`src/rtl/mist1032isa_fifo_pkg.sv`:
```
// Shared definitions for the MIST1032ISA synchronous FIFOs: pointer-width helper,
// default thresholds and a parameter sanity check used at elaboration.
package mist1032isa_fifo_pkg;

    localparam int DEF_N         = 16;
    localparam int DEF_DEPTH     = 4;
    localparam int DEF_AFULL_TH  = 3;
    localparam int DEF_AEMPTY_TH = 1;

    typedef enum logic [1:0] {
        FIFO_IDLE = 2'b00,
        FIFO_PUSH = 2'b01,
        FIFO_POP  = 2'b10,
        FIFO_BOTH = 2'b11
    } fifo_op_e;

    function automatic int clog2(input int value);
        int width;
        width = 0;
        for (int i = 0; i < 31; i++) begin
            if ((1 << width) < value) begin
                width = width + 1;
            end
        end
        return width;
    endfunction

    // Depth must be an exact power of two matching D_N so the extra pointer bit
    // distinguishes full from empty; thresholds must be reachable occupancies.
    function automatic bit params_ok(input int depth, input int d_n,
                                     input int afull_th, input int aempty_th);
        return (depth >= 2) && (depth == (1 << d_n)) && (clog2(depth) == d_n) &&
               (afull_th >= 1) && (afull_th <= depth) &&
               (aempty_th >= 0) && (aempty_th <= depth - 1);
    endfunction

endpackage

```
`src/rtl/mist1032isa_sync_fifo_ram.sv`:
```
// DEPTH x N storage for the synchronous FIFO: registered write port,
// asynchronous read port so the head word falls through without latency.
module mist1032isa_sync_fifo_ram
    import mist1032isa_fifo_pkg::*;
#(
    parameter int N     = DEF_N,
    parameter int DEPTH = DEF_DEPTH,
    parameter int D_N   = 2
) (
    input  logic           iCLOCK,
    input  logic           iWR_EN,
    input  logic [D_N-1:0] iWR_ADDR,
    input  logic [N-1:0]   iWR_DATA,
    input  logic [D_N-1:0] iRD_ADDR,
    output logic [N-1:0]   oRD_DATA
);

    logic [N-1:0] mem [DEPTH];

    // NOTE: storage is deliberately left out of reset; the pointers alone define
    // which entries are valid, and a reset term would turn the array into flops.
    always_ff @(posedge iCLOCK) begin
        if (iWR_EN) begin
            mem[iWR_ADDR] <= iWR_DATA;
        end
    end

    assign oRD_DATA = mem[iRD_ADDR];

endmodule

```
`src/rtl/mist1032isa_sync_fifo_th.sv`:
```
// Single-clock first-word-fall-through FIFO with almost-full/almost-empty thresholds.
// Optional sticky overflow/underflow flags: define MIST1032ISA_SYNC_FIFO_ERRCHK_EN.
module mist1032isa_sync_fifo_th
    import mist1032isa_fifo_pkg::*;
#(
    parameter int N         = DEF_N,
    parameter int DEPTH     = DEF_DEPTH,
    parameter int D_N       = 2,
    parameter int AFULL_TH  = DEF_AFULL_TH,
    parameter int AEMPTY_TH = DEF_AEMPTY_TH
) (
    input  logic         iCLOCK,
    input  logic         iRESET,
    input  logic         iREMOVE,
    output logic [D_N:0] oCOUNT,
    input  logic         iWR_EN,
    input  logic [N-1:0] iWR_DATA,
    output logic         oWR_FULL,
    output logic         oWR_AFULL,
    input  logic         iRD_EN,
    output logic [N-1:0] oRD_DATA,
    output logic         oRD_EMPTY,
    output logic         oRD_AEMPTY,
    output logic         oOVERFLOW,
    output logic         oUNDERFLOW
);

    if (!params_ok(DEPTH, D_N, AFULL_TH, AEMPTY_TH)) begin : g_bad_params
        $error("mist1032isa_sync_fifo_th: inconsistent DEPTH/D_N or threshold out of range");
    end

    localparam logic [D_N:0] PTR_ONE    = 1;
    localparam logic [D_N:0] AFULL_LVL  = AFULL_TH[D_N:0];
    localparam logic [D_N:0] AEMPTY_LVL = AEMPTY_TH[D_N:0];

    logic [D_N:0] wrPtr;
    logic [D_N:0] rdPtr;
    logic [D_N:0] wrPtrNext;
    logic [D_N:0] rdPtrNext;
    logic [D_N:0] count;
    logic         full;
    logic         empty;
    logic         pushOk;
    logic         popOk;
    fifo_op_e     op;

    // Pointers carry one extra wrap bit, so the modular difference spans 0..DEPTH.
    assign count  = wrPtr - rdPtr;
    assign full   = count[D_N];
    assign empty  = (count == '0);

    assign popOk  = iRD_EN && !empty;
    assign pushOk = iWR_EN && (!full || popOk);
    assign op     = fifo_op_e'({popOk, pushOk});

    // NOTE: every combinational output gets a default first, so no path
    // through the case statement can leave a value held (no latch).
    always_comb begin
        wrPtrNext = wrPtr;
        rdPtrNext = rdPtr;
        if (iREMOVE) begin
            wrPtrNext = '0;
            rdPtrNext = '0;
        end else begin
            case (op)
                FIFO_PUSH: wrPtrNext = wrPtr + PTR_ONE;
                FIFO_POP:  rdPtrNext = rdPtr + PTR_ONE;
                FIFO_BOTH: begin
                    wrPtrNext = wrPtr + PTR_ONE;
                    rdPtrNext = rdPtr + PTR_ONE;
                end
                default: ;
            endcase
        end
    end

    // NOTE: sequential state is updated with non-blocking assignments only, so
    // every flop samples pre-edge values regardless of process ordering.
    always_ff @(posedge iCLOCK or posedge iRESET) begin
        if (iRESET) begin
            wrPtr <= '0;
            rdPtr <= '0;
        end else begin
            wrPtr <= wrPtrNext;
            rdPtr <= rdPtrNext;
        end
    end

    // When full, a simultaneous pop frees the slot being written; the old head is
    // read combinationally this cycle and overwritten at the edge.
    mist1032isa_sync_fifo_ram #(
        .N     (N),
        .DEPTH (DEPTH),
        .D_N   (D_N)
    ) u_ram (
        .iCLOCK   (iCLOCK),
        .iWR_EN   (pushOk && !iREMOVE),
        .iWR_ADDR (wrPtr[D_N-1:0]),
        .iWR_DATA (iWR_DATA),
        .iRD_ADDR (rdPtr[D_N-1:0]),
        .oRD_DATA (oRD_DATA)
    );

`ifdef MIST1032ISA_SYNC_FIFO_ERRCHK_EN
    logic overflow;
    logic underflow;

    always_ff @(posedge iCLOCK or posedge iRESET) begin
        if (iRESET) begin
            overflow  <= 1'b0;
            underflow <= 1'b0;
        end else begin
            if (iWR_EN && !pushOk) begin
                overflow <= 1'b1;
            end
            if (iRD_EN && !popOk && !iREMOVE) begin
                underflow <= 1'b1;
            end
        end
    end

    assign oOVERFLOW  = overflow;
    assign oUNDERFLOW = underflow;
`else
    assign oOVERFLOW  = 1'b0;
    assign oUNDERFLOW = 1'b0;
`endif

    assign oCOUNT     = count;
    assign oWR_FULL   = full;
    assign oWR_AFULL  = (count >= AFULL_LVL);
    assign oRD_EMPTY  = empty;
    assign oRD_AEMPTY = (count <= AEMPTY_LVL);

endmodule

```
`config.mk`:
```
export PLATFORM = sky130hd
export DESIGN_NAME = mist1032isa_sync_fifo_th
export DESIGN_NICKNAME = d
export VERILOG_FILES = /design/src/rtl/mist1032isa_fifo_pkg.sv /design/src/rtl/mist1032isa_sync_fifo_ram.sv /design/src/rtl/mist1032isa_sync_fifo_th.sv
export SDC_FILE = /design/constraint.sdc
export NUM_CORES = 1
export LEC_CHECK = 0
export CAP_MARGIN = 30
export CORE_MARGIN = 2
export CORE_UTILIZATION = 45
export DETAILED_ROUTE_END_ITERATION = 10
export GPL_TIMING_DRIVEN = 0
export PLACE_DENSITY = 0.7
export SETUP_SLACK_MARGIN = 0.5
export SLEW_MARGIN = 20
export SYNTH_ARGS = -nofsm -noshare
export SYNTH_HDL_FRONTEND = slang
export SYNTH_SLANG_ARGS = --single-unit
```
`constraint.sdc`:
```
create_clock -name iCLOCK -period 8 [get_ports iCLOCK]
set_clock_uncertainty 0.15 [all_clocks]
set_input_delay 1.6 -clock iCLOCK [delete_from_list [all_inputs] [get_ports iCLOCK]]
set_output_delay 1.6 -clock iCLOCK [all_outputs]
set_load 0.01 [all_outputs]
```
==> flow_metrics.tcl, run 1 <==
set metrics [dict create \
    drc 0 \
    drtIter0Drc 57 \
    initial_core_util 0.459 \
    crit_type "register to primary output" \
    first_global_vias 1620 \
    required_ns 6.25 \
    drtPass1Iterations 4 \
    power.internal_uw 766 \
    clock-sinks 70 \
    worst_slack_ns 3.60 \
    routed-wl-met3_um 360 \
    multiInputGateArea_um2 722 \
    p_clk_frac 0.212 \
    p_sw_frac 0.285 \
    final_cell_mix "edfxtp_1 (64), clkdlybuf4s50_1 (43), mux4_2 (16)" \
    via_count 1492 \
    ant_nets 0 \
    num_rows 29 \
    syn_to_final_growth_pct 25.7 \
    final_common_cell "edfxtp_1" \
    yosysUniqueCellTypes 27 \
    antenna_found_initial 0 \
    finalCriticalPeriod_ns 4.40 \
    setup_tns_ns 0 \
    worstPathCellList "inv_1 -> ha_1 -> fa_1 -> xnor3_2 -> inv_1 -> nor3_1 -> clkdlybuf4s50_1" \
    yosysTopAreaCellShare 0.671 \
    clkTransAtPathRegs_ns 0.06 \
    numCtsBuffers 9 \
    finalSetupViolCount 0 \
    p_seq_frac 0.407 \
    clk_path_buf_depth 2 \
    worstHoldEndpoint "wrPtr[1]" \
    min_from "wrPtr[1]" \
    htreeDepth 3 \
    port_buffers 43 \
    wl_met1_mm 1.87 \
    ctsHoldBuffers 0 \
    slew_viol_final 0 \
    via_per_inst 5.22 \
    grt_pass1_wl_mm 7.98 \
    startpoint_type "register" \
    clkLatencyLatePin_ns 0.33 \
    leakage_nw 1.25 \
    combPwrFrac 0.381 \
    cp_slowest_cell "clkdlybuf4s50_1" \
    die_h_um 83.8 \
    post-route-util 0.577 \
    status "finished, final reports clean" \
    pre_cts_slack_ns 3.95 \
    slowest_delay_ns 0.56 \
    post-cts-setup-buffers 0 \
    ir_drop_mv 0.279 \
    grt_max_degree 17 \
    p_per_area_nw_per_um2 298 \
    reg2reg_slack_ns 5.07 \
    routed.top_layer "met4" \
    synthTopCellsByArea "edfxtp_1 (67%), mux4_2 (13%), dfrtp_1 (5.2%)" \
    yosysWarnings 0 \
    drive_gt1_frac 0.215 \
    tightest_slew_ns 0.851 \
    dp_hpwl_mm 3.55 \
    crit_arrival_ns 2.65 \
    worstReg2RegEnd "u_ram.mem[3][8]" \
    hold_class "register to register" \
    wl_met2_mm 2.64 \
    synth.largest_area_cell "edfxtp_1" \
    cts_tree "built" \
    dpl-instance-area_um2 3440 \
    nFillCells 469 \
    power_mw 1.07 \
    die_x_um 83.8 \
    cts_root_buf "clkbuf_8" \
    place_congestion 0.783 \
    synth_area_um2 2870 \
    rsz0062_at_grt "no" \
    seqCellArea_um2 2070 \
    io_pins 46 \
    cap_violations 0 \
    antennaDiodeCount 0 \
    core_area_um2 6240 \
    ys_ff_latch 70 \
    cp_max_fo 6 \
    startpoint "wrPtr[0]" \
    wirelength_mm 4.99 \
    crit_path_end_kind "primary output" \
    stdcell_area_um2 3600 \
    cp_common_cell "inv_1" \
    synth_area_per_cell_um2 19.5 \
    power.switching_uw 306 \
    ys_seq_area_frac 0.723 \
    hold_viol 0 \
    grt-ovfl-total 0 \
    fin_crit_sh 0.550 \
    wl_per_cell_um 17.4 \
    syn_inst 147 \
    nNetsFinal 233 \
    dieArea_um2 7020 \
    r2r_cells 6 \
    max_slew_margin 0.433 \
    hold_depth 2 \
    fmax_mhz 227 \
    track_usage 0.156 \
    cts_resized 0 \
    r2r_start "wrPtr[0]" \
]
[cells by family after synthesis]
family                     synth area share
DFF                                   0.723
and+or+nand+nor                      0.0389
adders and majority gates            0.0332
AOI/OAI and AO/OA                    0.0175
muxes                                 0.146
xor gates and xnor gates             0.0114
other                               0.00131
buffers and inverters                0.0288
[flip-flops by register name (all words and copies together) (netlist names)]
register   cells
rdPtr          3
u_ram.mem     64
wrPtr          3
[cells in the mapped netlist (all sizes together)]
cell / number
ha: 6
nor3: 1
inv: 10
mux2: 3
xnor3: 1
nand2b: 4
clkbuf: 2
edfxtp: 64
o21ai: 2
nor2b: 3
nor2: 8
mux4: 16
nand2: 3
or3: 2
o21a: 1
xor2: 1
and3b: 1
dfrtp: 6
conb: 1
a31oi: 3
fa: 1
buf: 6
mux2i: 2
[area by class of cell]
class / instances / share of cell area
inverters: 10 / 0.0104
multi-input cells: 60 / 0.200
plain buffers: 8 / 0.0125
flip-flops and latches: 70 / 0.575
repair buffers: 46 / 0.131
clock buffers: 11 / 0.0365
well taps: 77 / 0.0268
clock inverters: 4 / 0.00695
[critical path: cells and delay by family, from the launching register on]
kind          cells  cell delay (ns)
buf+inv           3             0.78
fa+ha+maj         2             0.66
flops             1             0.40
xor+xnor          1             0.34
simple gates      1             0.14
[power groups by stage]
stage	sequential, mW	combinational (mW)	clock [mW]
after floorplan	0.440	0.221	0
after global placement	0.442	0.397	0
after detailed placement	0.444	0.412	0
after CTS	0.436	0.417	0.236
after global routing	0.439	0.437	0.250
final	0.436	0.408	0.228
[worst max-delay path by stage]
stage	to	slack, ns
2_1_floorplan	oRD_EMPTY	4.50
3_3_place_gp	u_ram.mem[1][5]	3.83
3_5_place_dp	oRD_EMPTY	3.95
4_1_cts	oRD_EMPTY	3.57
5_1_grt	oRD_EMPTY	3.49
6_report	oRD_EMPTY	3.60
[metrics by stage]
| stage | hold slack [ns] | instances |
|---|---|---|
| floorplan | 0.373 | 148 |
| global placement | 0.392 | 268 |
| detailed placement | 0.447 | 271 |
| CTS | 0.457 | 286 |
| global route | 0.485 | 286 |
| finish | 0.451 | 286 |
[layer usage]
metal / vias to the layer above / GRT usage
li1: 677 / -
met1: 741 / 0.174
met2: 62 / 0.271
met3: 12 / 0.0534
met4: 0 / 0.0660
met5: - / 0
Note: power is estimated with default switching activity, not from simulation.
==> run 2, diff against run 1 <==
- clock period: 8 -> 4.5 ns (I/O delays scaled with it)
==> results of run 2 <==
The final DEF is identical to that of run 1. Status: finished, final reports clean.
Among the figures that moved: setup slack after placement 3.95 ns -> 1.15 ns; setup slack after layout 3.60 ns -> 0.803 ns; register-to-register setup slack 5.07 ns -> 1.57 ns; total power 1.07 mW -> 1.91 mW; worst IR drop on VDD 0.279 mV -> 0.497 mV
==> run 3, diff against run 2 <==
- PLACE_DENSITY: 0.7 -> 0.73
- clock period: 4.5 -> 3.2 ns (I/O delays scaled with it)
==> flow_metrics.tcl, run 3 (synthesis gave the netlist of run 1 again) <==
set metrics [dict create \
    drive_gt1_frac 0.329 \
    worst_slack_ns 0.518 \
    dpl-instance-area_um2 3440 \
    fin_crit_sh 0.838 \
    worstPathCellList "ha_4 -> fa_2 -> inv_2 -> nor3_2 -> buf_2" \
    finalCriticalPeriod_ns 2.68 \
    grt_max_degree 17 \
    die_h_um 83.8 \
    rsz0062_at_grt "yes" \
    syn_to_final_growth_pct 31.9 \
    antenna_found_initial 0 \
    initial_core_util 0.459 \
    hold_class "input port to asynchronous set/reset pin" \
    core_area_um2 6240 \
    crit_arrival_ns 1.89 \
    p_per_area_nw_per_um2 784 \
    first_global_vias 1632 \
    clkTransAtPathRegs_ns 0.07 \
    nFillCells 470 \
    numCtsBuffers 9 \
    clk_path_buf_depth 2 \
    final_common_cell "edfxtp_1" \
    hold_viol 0 \
    nNetsFinal 245 \
    clkLatencyLatePin_ns 0.34 \
    finalSetupViolCount 0 \
    track_usage 0.154 \
    slowest_delay_ns 0.58 \
    place_congestion 0.791 \
    ant_nets 0 \
    slew_viol_final 0 \
    reg_top3 "u_ram.mem x64, rdPtr x3, wrPtr x3" \
    fmax_mhz 373 \
    via_per_inst 5.03 \
    required_ns 2.41 \
    stdcell_area_um2 3780 \
    status "finished, final reports clean" \
    final_cell_mix "edfxtp_1 (64), clkdlybuf4s50_1 (21), dlygate4sd2_1 (17)" \
    top_register "u_ram.mem" \
    wirelength_mm 4.95 \
    cp_top_family "adder cells" \
    startpoint_type "register" \
    ir_drop_mv 0.594 \
    largest_register_ffs 64 \
    cp_slowest_cell "fa_2" \
    cts_tree "built" \
    crit_path_end_kind "primary output" \
    ctsHoldBuffers 0 \
    wl_per_cell_um 16.5 \
    post-route-util 0.606 \
    dieArea_um2 7020 \
    dp_hpwl_mm 3.26 \
    setup_tns_ns 0 \
    drtPass1Iterations 4 \
    io_pins 46 \
    crit_type "register to primary output" \
    grt_pass1_wl_mm 8.00 \
    die_x_um 83.8 \
    via_count 1505 \
    leakage_nw 1.38 \
    cts_root_buf "clkbuf_8" \
    pre_cts_slack_ns 0.0293 \
    clock-sinks 70 \
    port_buffers 43 \
    htreeDepth 3 \
    cap_violations 0 \
    drc 0 \
    num_rows 29 \
    grt-ovfl-total 0 \
    antennaDiodeCount 0 \
    cp_max_fo 3 \
    drtIter0Drc 38 \
    worst-path-buf-inv 2 \
    power_mw 2.96 \
]
-- run 3: final cells by class --
class	count	area, µm²	area share
Tap cell	77	96.3	0.0255
Clock inverter	6	85.1	0.0225
Buffer	8	75.1	0.0199
Timing Repair Buffer	58	538	0.142
Inverter	10	37.5	0.00993
Multi-Input combinational cell	60	747	0.198
Sequential cell	70	2070	0.548
Clock buffer	10	128	0.0338
-- run 3: what timing repair did --
item	CTS	global route
gates resized for setup	55	6
setup buffers	8	4
pin swaps	2	1
endpoints found under the setup margin	75	47
-- run 3: path summary, 6_finish.rpt --
| check | startpoint | endpoint | slack (ns) | depth (start not counted) |
|---|---|---|---|---|
| worst max-delay path | rdPtr[0] | oRD_EMPTY | 0.52 | 5 |
| worst min-delay path | iRESET | wrPtr[1] | 0.37 | 2 |
| worst max register to register | rdPtr[0] | u_ram.mem[3][5] | 0.63 | 7 |
| worst min register to register | wrPtr[2] | wrPtr[2] | 0.45 | 2 |
| max in group asynchronous | iRESET | rdPtr[0] | 2.29 | 2 |
| min in group iCLOCK | wrPtr[2] | wrPtr[2] | 0.45 | 2 |
-- run 3: power breakdown --
group | total, mW | leakage [nW] | switching, mW | internal, mW
combinational | 1.12 | 0.612 | 0.489 | 0.633
sequential | 1.09 | 0.661 | 0.0275 | 1.06
clock | 0.748 | 0.106 | 0.310 | 0.438
total | 2.96 | 1.38 | 0.827 | 2.13
-- run 3: stage by stage --
stage	cells	hold slack [ns]
finish	299	0.375
detailed placement	271	0.409
global placement	268	0.404
CTS	295	0.367
global route	299	0.385
floorplan	148	0.281
-- run 3: metal layers --
| layer | routed length [µm] | up-vias | track usage |
|---|---|---|---|
| met3 | 221 | 9 | 0.0465 |
| met4 | 81 | 0 | 0.0704 |
| met2 | 2540 | 46 | 0.257 |
| li1 | - | 706 | - |
| met1 | 2110 | 744 | 0.184 |
| met5 | 0 | - | 0 |
